### src/rtl/ctrl_pipeline.sv
// Control-side pipeline: carries decoded controls through ID/EX, EX/MEM and MEM/WB,
// detects load-use hazards, generates EX forwarding selects and counts retired instructions.
module ctrl_pipeline #(
    parameter int RA_W  = 5,
    parameter int ALU_W = 5,
    parameter int BCU_W = 4,
    parameter int CNT_W = 32
) (
    input  logic             clk,
    input  logic             rst,
    input  logic             id_valid,
    input  logic             id_reg_write,
    input  logic             id_mem_to_reg,
    input  logic             id_mem_write,
    input  logic             id_alu_src,
    input  logic             id_reg_dst,
    input  logic             id_branch,
    input  logic             id_jal,
    input  logic             id_load_upper,
    input  logic [1:0]       id_jump,
    input  logic [ALU_W-1:0] id_alu_control,
    input  logic [BCU_W-1:0] id_bcu_control,
    input  logic [RA_W-1:0]  id_rs,
    input  logic [RA_W-1:0]  id_rt,
    input  logic [RA_W-1:0]  id_rd,
    input  logic             flush,
    output logic             stall_id,
    output logic             ex_reg_write,
    output logic             ex_mem_to_reg,
    output logic             ex_mem_write,
    output logic             ex_alu_src,
    output logic             ex_branch,
    output logic             ex_jal,
    output logic             ex_load_upper,
    output logic [1:0]       ex_jump,
    output logic [ALU_W-1:0] ex_alu_control,
    output logic [BCU_W-1:0] ex_bcu_control,
    output logic [RA_W-1:0]  ex_dest,
    output logic [1:0]       fwd_a,
    output logic [1:0]       fwd_b,
    output logic             mem_reg_write,
    output logic             mem_mem_to_reg,
    output logic             mem_mem_write,
    output logic [RA_W-1:0]  mem_dest,
    output logic             wb_reg_write,
    output logic             wb_mem_to_reg,
    output logic [RA_W-1:0]  wb_dest,
    output logic [CNT_W-1:0] retired
);

    typedef struct packed {
        logic             valid;
        logic             reg_write;
        logic             mem_to_reg;
        logic             mem_write;
        logic             alu_src;
        logic             branch;
        logic             jal;
        logic             load_upper;
        logic [1:0]       jump;
        logic [ALU_W-1:0] alu_control;
        logic [BCU_W-1:0] bcu_control;
        logic [RA_W-1:0]  dest;
        logic [RA_W-1:0]  rs;
        logic [RA_W-1:0]  rt;
    } idex_t;

    typedef struct packed {
        logic            valid;
        logic            reg_write;
        logic            mem_to_reg;
        logic            mem_write;
        logic [RA_W-1:0] dest;
    } exmem_t;

    typedef struct packed {
        logic            valid;
        logic            reg_write;
        logic            mem_to_reg;
        logic [RA_W-1:0] dest;
    } memwb_t;

    idex_t            idex_q, idex_d;
    exmem_t           exmem_q, exmem_d;
    memwb_t           memwb_q, memwb_d;
    logic [CNT_W-1:0] retired_q, retired_d;
    logic [RA_W-1:0]  id_dest;
    logic [1:0][1:0]  fwd_sel;

    always_comb begin
        id_dest = id_rt;
        if (id_jal)
            id_dest = RA_W'(31);
        else if (id_reg_dst)
            id_dest = id_rd;
    end

    // Register 0 is hardwired, so a load targeting it can never create a dependency.
    assign stall_id = id_valid & idex_q.valid & idex_q.mem_to_reg & (idex_q.dest != '0)
                    & ((idex_q.dest == id_rs) | (idex_q.dest == id_rt));

    always_comb begin
        idex_d = '0;
        if (id_valid && !stall_id && !flush) begin
            idex_d.valid       = 1'b1;
            idex_d.reg_write   = id_reg_write;
            idex_d.mem_to_reg  = id_mem_to_reg;
            idex_d.mem_write   = id_mem_write;
            idex_d.alu_src     = id_alu_src;
            idex_d.branch      = id_branch;
            idex_d.jal         = id_jal;
            idex_d.load_upper  = id_load_upper;
            idex_d.jump        = id_jump;
            idex_d.alu_control = id_alu_control;
            idex_d.bcu_control = id_bcu_control;
            idex_d.dest        = id_dest;
            idex_d.rs          = id_rs;
            idex_d.rt          = id_rt;
        end
    end

    always_comb begin
        exmem_d            = '0;
        exmem_d.valid      = idex_q.valid;
        exmem_d.reg_write  = idex_q.reg_write;
        exmem_d.mem_to_reg = idex_q.mem_to_reg;
        exmem_d.mem_write  = idex_q.mem_write;
        exmem_d.dest       = idex_q.dest;

        memwb_d            = '0;
        memwb_d.valid      = exmem_q.valid;
        memwb_d.reg_write  = exmem_q.reg_write;
        memwb_d.mem_to_reg = exmem_q.mem_to_reg;
        memwb_d.dest       = exmem_q.dest;

        retired_d = retired_q + CNT_W'(memwb_q.valid);
    end

    always_ff @(posedge clk or posedge rst) begin
        if (rst) begin
            idex_q    <= '0;
            exmem_q   <= '0;
            memwb_q   <= '0;
            retired_q <= '0;
        end else begin
            idex_q    <= idex_d;
            exmem_q   <= exmem_d;
            memwb_q   <= memwb_d;
            retired_q <= retired_d;
        end
    end

    // Operand 0 compares against rs, operand 1 against rt; the younger EX/MEM result wins.
    genvar gi;
    generate
        for (gi = 0; gi < 2; gi++) begin : g_fwd
            logic [RA_W-1:0] src;
            logic            hit_mem, hit_wb;
            assign src     = (gi == 0) ? idex_q.rs : idex_q.rt;
            assign hit_mem = exmem_q.valid & exmem_q.reg_write & (exmem_q.dest != '0) & (exmem_q.dest == src);
            assign hit_wb  = memwb_q.valid & memwb_q.reg_write & (memwb_q.dest != '0) & (memwb_q.dest == src);
            assign fwd_sel[gi] = hit_mem ? 2'b10 : (hit_wb ? 2'b01 : 2'b00);
        end
    endgenerate

    assign fwd_a = fwd_sel[0];
    assign fwd_b = fwd_sel[1];

    assign ex_reg_write   = idex_q.reg_write;
    assign ex_mem_to_reg  = idex_q.mem_to_reg;
    assign ex_mem_write   = idex_q.mem_write;
    assign ex_alu_src     = idex_q.alu_src;
    assign ex_branch      = idex_q.branch;
    assign ex_jal         = idex_q.jal;
    assign ex_load_upper  = idex_q.load_upper;
    assign ex_jump        = idex_q.jump;
    assign ex_alu_control = idex_q.alu_control;
    assign ex_bcu_control = idex_q.bcu_control;
    assign ex_dest        = idex_q.dest;

    assign mem_reg_write  = exmem_q.reg_write;
    assign mem_mem_to_reg = exmem_q.mem_to_reg;
    assign mem_mem_write  = exmem_q.mem_write;
    assign mem_dest       = exmem_q.dest;

    assign wb_reg_write   = memwb_q.reg_write;
    assign wb_mem_to_reg  = memwb_q.mem_to_reg;
    assign wb_dest        = memwb_q.dest;

    assign retired        = retired_q;

endmodule

### config.mk
export PLATFORM = sky130hd
export DESIGN_NAME = ctrl_pipeline
export DESIGN_NICKNAME = d
export VERILOG_FILES = /design/src/rtl/ctrl_pipeline.sv
export SDC_FILE = /design/constraint.sdc
export NUM_CORES = 1
export LEC_CHECK = 0
export ABC_AREA = 1
export CORE_MARGIN = 1
export CORE_UTILIZATION = 53
export CTS_BUF_LIST = sky130_fd_sc_hd__clkbuf_4
export DETAILED_ROUTE_END_ITERATION = 6
export GPL_TIMING_DRIVEN = 0
export PLACE_DENSITY = 0.88
export SYNTH_ARGS = -nofsm -noshare
export SYNTH_HDL_FRONTEND = slang
export SYNTH_SLANG_ARGS = --single-unit
### constraint.sdc
create_clock -name clk -period 5.6 [get_ports clk]
set_clock_uncertainty 0.15 [all_clocks]
set_input_delay 1.12 -clock clk [delete_from_list [all_inputs] [get_ports clk]]
set_output_delay 1.12 -clock clk [all_outputs]
set_load 0.1 [all_outputs]
==> results of run 1 <==
==> metal layers <==
metal | part of all wire | up-vias | global-route usage | wire length [um]
met5 | 0 | - | 0 | 0
met2 | 0.50 | 127 | 0.442 | 4400
met3 | 0.077 | 28 | 0.0919 | 683
li1 | - | 1521 | - | -
met4 | 0.033 | 0 | 0.124 | 293
met1 | 0.39 | 1469 | 0.287 | 3440
==> kinds of logic after synthesis <==
kind of cell,after synthesis,share of synthesized area
AOI/OAI and AO/OA,12,0.0156
xor gates and xnor gates,48,0.109
adders and majority gates,2,0.00650
buffers and inverters,72,0.0897
DFF,83,0.540
and+or+nand+nor,198,0.239
==> metrics by stage <==
step / power [W] / cell area, sq um
floorplan: 0.00101 / 3850
global placement: 0.00112 / 5080
detailed placement: 0.00113 / 5110
CTS: 0.00145 / 5240
global route: 0.00150 / 5240
finish: 0.00144 / 5240
==> critical path, delay by kind of cell <==
family | cells | cell delay, ns
buf+inv | 4 | 1.73
simple gates | 6 | 0.50
==> cell usage after synthesis <==
master / count / area share
sky130_fd_sc_hd__a21oi_1: 5 / 0.0065
sky130_fd_sc_hd__and3_1: 1 / 0.0016
sky130_fd_sc_hd__buf_1: 1 / 0.00097
sky130_fd_sc_hd__buf_4: 20 / 0.039
sky130_fd_sc_hd__dfrtp_1: 83 / 0.54
sky130_fd_sc_hd__ha_1: 2 / 0.0065
sky130_fd_sc_hd__inv_1: 44 / 0.043
sky130_fd_sc_hd__inv_2: 7 / 0.0068
sky130_fd_sc_hd__nand2_1: 78 / 0.076
sky130_fd_sc_hd__nand2_2: 3 / 0.0049
sky130_fd_sc_hd__nand2_4: 1 / 0.0029
sky130_fd_sc_hd__nand2b_1: 1 / 0.0016
sky130_fd_sc_hd__nand3_1: 6 / 0.0078
sky130_fd_sc_hd__nand3_2: 2 / 0.0052
sky130_fd_sc_hd__nand3_4: 1 / 0.0046
sky130_fd_sc_hd__nand3b_1: 1 / 0.0020
sky130_fd_sc_hd__nand4_1: 14 / 0.023
sky130_fd_sc_hd__nor2_1: 71 / 0.069
sky130_fd_sc_hd__nor2_2: 2 / 0.0033
sky130_fd_sc_hd__nor2_4: 2 / 0.0059
sky130_fd_sc_hd__nor2_8: 1 / 0.0052
sky130_fd_sc_hd__nor3_1: 9 / 0.012
sky130_fd_sc_hd__nor3_2: 4 / 0.010
sky130_fd_sc_hd__nor3_4: 1 / 0.0042
sky130_fd_sc_hd__o21ai_0: 5 / 0.0065
sky130_fd_sc_hd__o21ai_1: 2 / 0.0026
sky130_fd_sc_hd__xnor2_1: 31 / 0.071
sky130_fd_sc_hd__xor2_1: 17 / 0.039
==> final timing paths <==
check | end | slack [ns] | depth (start not counted)
worst max-delay path | stall_id | 0.97 | 10
max in group asynchronous | retired[5]$_DFF_PP0_ | 3.90 | 3
worst min-delay path | mem_mem_write$_DFF_PP0_ | 0.24 | 0
min in group asynchronous | ex_bcu_control[1]$_DFF_PP0_ | 0.81 | 2
worst max register to register | retired[24]$_DFF_PP0_ | 3.65 | 9
worst min register to register | mem_mem_write$_DFF_PP0_ | 0.24 | 0
==> power breakdown <==
group	internal [W]	switching (W)	total, W	leakage (nW)
Clock	0.0000979	0.000222	0.000320	0.0653
Combinational	0.000119	0.000318	0.000436	1.31
Sequential	0.000635	0.0000458	0.000681	1.12
==> area by class of cell <==
type,count,area [sq um]
flip-flops and latches,83,2080
fillers,487,1670
multi-input cells,260,1430
repair buffers,112,1140
inverters,51,194
plain buffers,21,154
well taps,96,120
clock buffers,9,67.6
clock inverters,7,57.6
==> summary by stage, run 1 <==
Drt
After detailed routing, the number of remaining DRC violations is 0. Dividing the detail-routed via count by the number of cells gives 4.92. The number of design-rule violations left by the first detailed-router iteration is 118.

The residual antenna-violating net count after detailed routing is 0. The routed via count is 3145. The routed wirelength normalized by instance count is 13.8 um.

The length of the first detailed-routing pass in iterations is 4. The routed design has 8.82 mm of wire.

CTS
The count of H-tree levels built during CTS is 3. The buffers inserted during post-CTS setup optimization is 0. TritonCTS created 9 clock buffers. TritonCTS built the clock tree. The clock slew seen by the registers of the worst setup and hold paths is 0.15 ns. The clock latency on the worst-skew pair is 0.44 ns. The total of hold buffers inserted after clock tree synthesis is 0.

The number of gates resized after CTS is 0. The buffer levels on the longest clock path is 2. The root cell of the clock tree is sky130_fd_sc_hd__clkbuf_4. Clock tree synthesis found a total of 83 sinks.

Min path
The startpoint identified for the worst hold timing path is ex_mem_write$_DFF_PP0_. The path class of the tightest hold or removal check is register to register.

Outcome
The flow ran to the end, and the final reports show no timing, DRC or antenna violations.

Cells and area
The number of flip-flops under the largest register name is 32. The number of antenna diodes in the final layout is 0. The leading cell type in the layout, fill and taps excluded is sky130_fd_sc_hd__clkdlybuf4s50_1. For this run, the share of the core covered by cells in the final layout is 0.758. Leaving out fill and tap cells, the most frequent cells in the layout are 111 x sky130_fd_sc_hd__clkdlybuf4s50_1, 83 x sky130_fd_sc_hd__dfrtp_1, 78 x sky130_fd_sc_hd__nand2_1, 71 x sky130_fd_sc_hd__nor2_1, 43 x sky130_fd_sc_hd__inv_1. The number of nets in the finished design is 578. The number of non-filler instances in the completed layout is 639.

The area growth from synthesis to layout is 36.0%. The fraction of layout instances using a drive strength above 1 is 0.114.

Logic synthesis
The average instance in the mapped netlist occupies 9.27 sq um. The synthesized net count is 455. Of the synthesized area, sequential elements account for 0.540.

The gate count of the mapped netlist is 415. The count of unique library cells instantiated by Yosys is 28. For this run, the number of Yosys warnings is 0.

The post-synthesis cell area is 3850 sq um. The count of state elements after synthesis is 83.

Flow run
The tool flagged a number of max-cap violations equal to 0.

Power
The analysis attributes to cell leakage a power of 2.50 nW. The largest voltage drop on the vdd net is 0.186 mV. Dividing total power by cell area gives a power density of 274 nW/um^2.

Critical path
The arrival time of data at the critical path endpoint is 3.36 ns. The startpoint of the worst setup timing path is id_rt[1]. The nature of the critical path endpoint is an output pin.

The critical path's most frequent cell is sky130_fd_sc_hd__nand2_1. In this run the worst path has a maximum fanout of 3. Data on the critical path is required at its endpoint by 4.33 ns.

Among all stages on the critical path, the largest delay is contributed by sky130_fd_sc_hd__clkdlybuf4s50_1. For this run, the slowest stage of the critical path takes 1.12 ns. Traced cell by cell, the critical path runs through clkdlybuf4s50_1 -> inv_1 -> nand2_1 -> nand2_1 -> nor2_1 -> nand3_1 -> nand2_1 -> nand2_1 -> inv_1 -> clkdlybuf4s50_1. The startpoint kind of the worst setup timing path is a primary input. The launch point of the worst reg-to-reg path is memwb_q[7]$_DFF_PP0_. The critical path in this run is classified as primary input to output pin.

Placement
The worst slack at placement is 0.975 ns. The placed wire-length estimate is 6.91 mm. The number of port buffers is 111. In this run, placement finished with an instance count of 623.

The congestion estimate from routability-driven global placement came to 0.945.

Global route
The initial antenna violation count was 0. The global routing usage summed across all routing layers is 0.258. The number of global-route vias before repair is 3235. The global-route congestion overflow total is 0. The pin count of the biggest net entering global routing is 62. The first-pass GRT wire length is 14.5 mm.

Timing
The final-report hold violation count is 0. Measured against its own limit, the worst slew margin works out to 0.309. For this run, the top clock speed supported by timing is 0.216 GHz. Counting I/O delays and the setup requirement, the final critical path takes 4.63 ns. The final number of max-transition violations was 0.

The minimum hold slack is 0.244 ns. Setup repair after global routing left no endpoint under its margin. Setup slack on the critical path of the routed design comes to 0.972 ns.

The share of the clock period used by the worst path is 0.826. At the pin with the least slew margin, the transition time is 1.03 ns. The final total negative setup slack is 0 ns. The number of setup violations in the final report is 0.

Die
The floorplan has 30 rows. The die covers 7610 sq um. The horizontal die dimension is 87.2 um.

After floorplanning, the core was sized to cover 6910 sq um. The I/O pin count is 113. The height of the chip is 87.2 um. The initial utilization of the core area, before any placement, comes to 0.557.
Power figures use the tool's default switching activity.
==> run 2: changes to the inputs <==
Settings changed: CORE_UTILIZATION 53 to 44, PLACE_DENSITY 0.88 to 0.78.
Clock period 5.6 ns to 4.05 ns, I/O delays scaled along.
==> run 2 against run 1 <==
Effect of this change:
- largest cell class unchanged
- critical path depth down 5
- critical path type is now register to output pin
- clock power up 59%
- worst hold slack got worse by 0.00059 ns
- highest routed layer unchanged
==> summary by stage, run 2 (synthesis results as in run 1) <==
Placement
The placed instance area is 5120 sq um. The placed wire-length estimate is 6.70 mm. The routability congestion estimate from global placement is 0.915. The number of port buffers is 111. OpenSTA, run right after detailed placement, puts the worst setup slack at 0.0896 ns.

Power
The internal power contribution is 0.00124 W. The power per standard cell area is 389 nW/um^2. The power share of the combinational group is 0.294. The leakage power of the design is 2.52 nW. The switching power share of the total is 0.396. The sequential cell fraction of total power is 0.458. The overall power of the completed layout is 0.00205 W. In this run the power spent charging and discharging nets is 0.000813 W. The largest voltage drop on the vdd net is 0.209 mV. The proportion of power drawn by the clock network is 0.248.

CTS
TritonCTS built the clock tree. The tree is rooted in a sky130_fd_sc_hd__clkbuf_4. In this run the post-CTS setup repair buffer count came out at 0. Clock-pin slew was measured on the worst setup and hold paths at 0.13 ns. The buffer levels on the longest clock path is 2. The number of sinks on the clock net is 83. The number of clock buffers inserted by TritonCTS is 9. In this run the number of H-tree levels came out at 3.

The clock latency on the worst-skew pair is 0.43 ns.

Timing
The final-report hold violation count is 0. In the finished design, the share of the clock period the worst path needs comes to 0.928. Setup violations remaining at the end of the flow were counted as 0.

The slew of the pin with the lowest slew margin is 1.02 ns. The clock period could shrink to 3.76 ns. Final hold analysis gives a worst-case slack of 0.244 ns. The maximum achievable frequency is 0.266 GHz.

The headroom to the max-slew limit is 0.318. The final number of max-transition violations was 0. The final worst setup slack is 0.292 ns.

Setup repair after global routing left no endpoint under its margin.

Global route
The number of global-route vias before repair is 3018. The pin count of the biggest net entering global routing is 48. The first global-routing pass estimated 14.0 mm of wire.

The global routing usage summed across all routing layers is 0.204. The global-route congestion overflow total is 0. The initial antenna violation count came to 0.

Die
The core region area is 8340 sq um. The I/O pin count is 113. The initialized floorplan defines 33 standard-cell rows. The full die area is 9130 sq um. The initial utilization of the core area, before any placement, comes to 0.461. The horizontal die dimension is 95.5 um. The die is 95.5 um tall.

Critical path
For the worst setup path, the data arrival time is 2.80 ns. Traced cell by cell, the critical path runs through xnor2_1 -> nand4_1 -> nor3_1 -> buf_4 -> clkdlybuf4s50_1. STA classifies the critical path endpoint as an output pin. The worst register-to-register path has a depth of 9. The slowest stage cell on the critical path is sky130_fd_sc_hd__clkdlybuf4s50_1. The launch point of the worst reg-to-reg path is retired[0]$_DFF_PP0_. For flop-to-flop paths, the worst setup slack is 2.16 ns.

The reg-to-reg endpoint is retired[24]$_DFF_PP0_. The largest driver fanout on the critical path is 5. The worst stage delay on the critical path is 1.14 ns.

The critical path is of the register to output pin type. The startpoint kind of the worst setup timing path is a register. The data required time at the worst endpoint is 3.09 ns.

Cells and area
The library cells used most frequently in the layout, excluding fill and tap cells, are 110 x sky130_fd_sc_hd__clkdlybuf4s50_1, 83 x sky130_fd_sc_hd__dfrtp_1, 78 x sky130_fd_sc_hd__nand2_1, 71 x sky130_fd_sc_hd__nor2_1, 43 x sky130_fd_sc_hd__inv_1. The area added between synthesis and finish is 37.0%. The number of diodes is 0. The net count of the finished layout is 578.

The register with the most flip-flops in the layout has 32 of them. Measured on the finished design, the core utilization comes to 0.632. The leading cell type in the layout, fill and taps excluded is sky130_fd_sc_hd__clkdlybuf4s50_1.

Counting the fill cells in the layout gives 687. After routing the design area is 5270 sq um. The fraction of layout instances using a drive strength above 1 is 0.114.

Drt
In the routed design, unresolved DRC markers number 0. The total detailed-routing wirelength is 8.72 mm. The final route contains 3113 vias. After detailed routing, the average wire length per cell comes to 13.5 um.

The detailed router finished its first iteration with 107 violations. The residual antenna-violating net count after detailed routing is 0. The length of the first detailed-routing pass in iterations is 4. Using the TritonRoute via totals, the vias-per-cell ratio works out to 4.80.

Min path
The startpoint of the most critical hold path is exmem_q[8]$_DFF_PP0_. The hold path depth is 0. The worst hold path belongs to the class register to register. The end of the worst hold path is memwb_q[7]$_DFF_PP0_.

Outcome
The flow ran to the end, and the final reports show no timing, DRC or antenna violations.

Flow run
Across the run, the number of max-cap violations was 0.
[run 2: changes by cell type in the layout (fill, tap and decap cells not counted)]
cell                              change
sky130_fd_sc_hd__clkinv_2             -1
sky130_fd_sc_hd__clkdlybuf4s50_1      -1
sky130_fd_sc_hd__dlymetal6s2s_1       +1
sky130_fd_sc_hd__inv_6                -1
sky130_fd_sc_hd__clkinv_4             +1
sky130_fd_sc_hd__bufinv_16            +1
[run 2: timing repair]
action	CTS	global route
hold buffers	0	0
gates resized for setup	0	1
endpoints found under the setup margin	0	1
[run 2: how the worst max path moves through the flow]
stage / slack (ns) / to / from / depth (start not counted)
after floorplan: 0.62 / fwd_a[0] / wb_reg_write$_DFF_PP0_ / 4
after global placement: -0.24 / ex_dest[1]$_DFF_PP0_ / rst / 2
after detailed placement: 0.09 / stall_id / id_rs[0] / 10
after CTS: 0.08 / stall_id / id_rs[0] / 10
after global routing: 0.18 / fwd_b[1] / mem_dest[3]$_DFF_PP0_ / 5
final: 0.29 / fwd_b[1] / mem_dest[3]$_DFF_PP0_ / 5
[run 2: layer usage]
metal	vias to the layer above	track usage	wire length, um
li1	1507	-	-
met1	1464	0.232	3510
met2	119	0.347	4260
met3	23	0.0646	705
met4	0	0.0970	238
met5	-	0	0
[run 2: power by group through the flow]
stage                     Sequential [W]  Combinational [W]  Clock, W
after floorplan                  0.00121           0.000180         0
after global placement          0.000953           0.000597         0
after detailed placement        0.000958           0.000607         0
after CTS                       0.000942           0.000608  0.000520
after global routing            0.000950           0.000630  0.000561
final                           0.000941           0.000603  0.000508
[run 2: area by class of cell]
type,count,area (sq um),area share
clock buffers,9,67.6,0.0128
multi-input cells,260,1430,0.270
inverters,51,194,0.0368
clock inverters,7,82.6,0.0157
repair buffers,112,1140,0.216
plain buffers,21,154,0.0292
flip-flops and latches,83,2080,0.394
well taps,105,131,0.0249
[run 2: metrics by stage]
step / instances / TNS, ns
floorplan: 415 / 0
global placement: 631 / -19.77
detailed placement: 632 / 0
CTS: 648 / 0
global route: 648 / 0
finish: 648 / 0
[run 2: worst max-delay path: cells and delay by family (launching register included)]
kind                   cells  cell delay (ns)
flip-flops                 1             0.48
AND/OR/NAND/NOR            2             0.38
buffers and inverters      2             1.30
XOR/XNOR                   1             0.22
==> run 3: changes to the inputs <==
Settings changed: CELL_PAD_IN_SITES_DETAIL_PLACEMENT set to 0, CELL_PAD_IN_SITES_GLOBAL_PLACEMENT set to 1, CORE_MARGIN 1 to 3, CORE_UTILIZATION 44 to 33, PLACE_DENSITY 0.78 to unset, PLACE_DENSITY_LB_ADDON set to 0.1.
==> run 3 against run 2 <==
Effect of this change:
- via count down 4.9%
- final cell count up 5.4%
- total power down 0.95%
- non-clock buffer count unchanged
- maximum frequency up 1.9%
- critical path depth unchanged
- clock power down 4.1%
- clock-buffer cell count up 3
- sequential power about the same
- worst hold slack worse by 0.0070 ns
- first-iteration DRC count up 21%
- largest cell class unchanged
- highest routed layer unchanged
==> summary by stage, run 3 (synthesis results as in run 1) <==
Drt
The residual antenna-violating net count after detailed routing is 0. For this run, design rule violations remaining after detail routing come to 0. In the routed layout, each cell is associated on average with a via count of 4.33. The routed length on met3 is 966 um. The detailed router put a total of 4.41 mm of wire on met1. The uppermost layer routed is met4. The routed via count is 2960. For this run, the detailed router's first-pass iteration total came to 5. After detailed routing, the total wire length is 9.25 mm. After the first detailed-routing iteration, the DRC count stood at 129.

The routed design uses 3.77 mm of met2 wire. The routed wirelength normalized by instance count is 13.5 um.

Placement
Once placement completed, the tool counted placed cells totaling 667. The placed wire-length estimate is 7.29 mm. OpenSTA, run right after detailed placement, puts the worst setup slack at 0.0734 ns. The routability congestion estimate from global placement is 0.797. Port buffering added 111 buffers.

CTS
The number of sinks on the clock net is 83. Counting the buffers created by CTS gives 9. Buffers inserted to repair hold after CTS numbered 0. CTS placed an instance of sky130_fd_sc_hd__clkbuf_4 at the clock tree root. In this run the deepest clock path goes through 2 buffers. CTS built an H-tree with a depth of 3. Clock-pin slew was measured on the worst setup and hold paths at 0.12 ns. The clock latency on the worst-skew pair is 0.42 ns. TritonCTS built the clock tree.

Critical path
The startpoint of the worst setup timing path is mem_dest[2]$_DFF_PP0_. The worst register-to-register path begins at memwb_q[7]$_DFF_PP0_. The arrival time of data at the critical path endpoint is 2.73 ns.

The signal on the critical path passes through xnor2_1 -> nand4_1 -> nor3_1 -> buf_4 -> clkdlybuf4s50_1. The data required time at the worst endpoint is 3.09 ns. The largest driver fanout on the critical path is 5. The nature of the critical path endpoint is an output pin. On the critical path, the stage with the largest delay is an instance of sky130_fd_sc_hd__clkdlybuf4s50_1. The worst stage delay on the critical path is 1.11 ns. Among cell families on the critical path, the largest total delay comes from buffers and inverters. The critical path in this run is classified as register to output pin. The number of buffers and inverters on the critical path is 2. The startpoint kind of the worst setup timing path is a register.

Timing
For the pin with the worst max-slew slack, the measured transition is 1.01 ns. Headroom to the max-slew limit came out at 0.323. The maximum achievable frequency is 0.271 GHz. The final number of max-transition violations is 0. Setup repair after global routing left no endpoint under its margin. The minimum clock period is 3.69 ns. The share of the clock period used by the worst path is 0.910.

The final-report hold violation count came to 0. Setup violations remaining at the end of the flow were counted as 0. The final worst setup slack is 0.364 ns.

Flow run
The count of max-cap constraint violations is 0.

Power
The power per standard cell area is 383 nW/um^2. VDD sags by at most 0.278 mV. The leakage power of the design is 2.53 nW.

Global route
The number of global-route vias before repair was 2958. The first-pass GRT wire length is 15.2 mm. The pin count of the biggest net entering global routing is 67. For this run the aggregate overflow at the end of global routing stands at 0.

In the global route stage, overall resource usage came out at 0.150. The initial antenna violation count is 0.

Die
The floorplan step defined a core boundary enclosing 11100 sq um. Row generation in the floorplan step produced 38 rows. The die is 114 um tall. The floorplan step set the die width to 114 um. The starting utilization of the core area is 0.346. The die covers 13000 sq um. The I/O pin count is 113.

Min path
The startpoint of the most critical hold path is exmem_q[8]$_DFF_PP0_. The classification of the worst-slack hold path is register to register.

Cells and area
The fraction of layout instances using a drive strength above 1 is 0.114. The number of flip-flops under the largest register name is 32. Relative to the synthesized area, the layout overhead comes to 37.9%. The number of non-filler instances in the completed layout is 683.

The repair_antennas step left the layout with diodes totalling 0. The number of nets in the finished design is 578. The library cell used most frequently in the layout, excluding fill and tap cells, is sky130_fd_sc_hd__clkdlybuf4s50_1. Leaving out fill and tap cells, the most frequent cells in the layout are 110 x sky130_fd_sc_hd__clkdlybuf4s50_1, 83 x sky130_fd_sc_hd__dfrtp_1, 78 x sky130_fd_sc_hd__nand2_1, 71 x sky130_fd_sc_hd__nor2_1, 43 x sky130_fd_sc_hd__inv_1. Measured on the finished design, the core utilization comes to 0.477.

Outcome
The run finished with clean final reports.
[run 3: changes by cell type in the layout (fill, tap and decap cells not counted)]
| cell | before | now |
|---|---|---|
| sky130_fd_sc_hd__clkinv_2 | 0 | 1 |
| sky130_fd_sc_hd__inv_6 | 2 | 0 |
| sky130_fd_sc_hd__clkbuf_4 | 9 | 12 |
| sky130_fd_sc_hd__inv_8 | 1 | 0 |
| sky130_fd_sc_hd__clkinvlp_4 | 2 | 1 |
[run 3: final cells by class]
type / count / area (sq um)
Multi-Input combinational cell: 260 / 1430
Buffer: 21 / 154
Sequential cell: 83 / 2080
Clock buffer: 12 / 90.1
Tap cell: 140 / 175
Clock inverter: 4 / 51.3
Fill cell: 1125 / 5820
Inverter: 51 / 194
Timing Repair Buffer: 112 / 1140
[run 3: worst reg2reg max path, delay by kind of cell, from the launching register on]
kind	cells	cell delay [ns]
AND/OR/NAND/NOR	7	0.84
adder cells (fa/ha/maj)	2	0.51
flip-flops	1	0.42
[run 3: what timing repair did]
action / in CTS / in global routing
resized for setup: 0 / 1
setup endpoints to repair: 0 / 1
setup buffers: 0 / 0
[run 3: path summary, 6_finish.rpt]
| path | end | slack [ns] | cells after the start |
|---|---|---|---|
| max in group asynchronous | g_fwd[0].src[1]$_DFF_PP0_ | 2.63 | 3 |
| min reg2reg | memwb_q[7]$_DFF_PP0_ | 0.24 | 0 |
| min | memwb_q[7]$_DFF_PP0_ | 0.24 | 0 |
| min in group asynchronous | ex_load_upper$_DFF_PP0_ | 0.51 | 2 |
| max reg2reg | retired[24]$_DFF_PP0_ | 2.03 | 9 |
| max | fwd_a[1] | 0.36 | 5 |
[run 3: per-stage QoR]
step	power (W)	TNS, ns	hold slack (ns)	cell area [sq um]
2_1_floorplan	0.00139	0	0.204	3850
3_3_place_gp	0.00156	-31.96	0.209	5130
3_5_place_dp	0.00157	0	0.217	5160
4_1_cts	0.00207	0	0.235	5310
5_1_grt	0.00214	0	0.245	5310
6_report	0.00203	0	0.237	5310
[run 3: metal layers]
layer / vias up / GRT usage
met2: 94 / 0.211
met4: 0 / 0.0380
met1: 1335 / 0.208
li1: 1521 / -
met5: - / 0
met3: 10 / 0.0711
[run 3: report_power, final]
group | internal, W | switching [W] | total [W]
logic | 0.000164 | 0.000440 | 0.000604
clock network | 0.000210 | 0.000277 | 0.000487
registers | 0.000878 | 0.0000643 | 0.000942
total | 0.00125 | 0.000782 | 0.00203
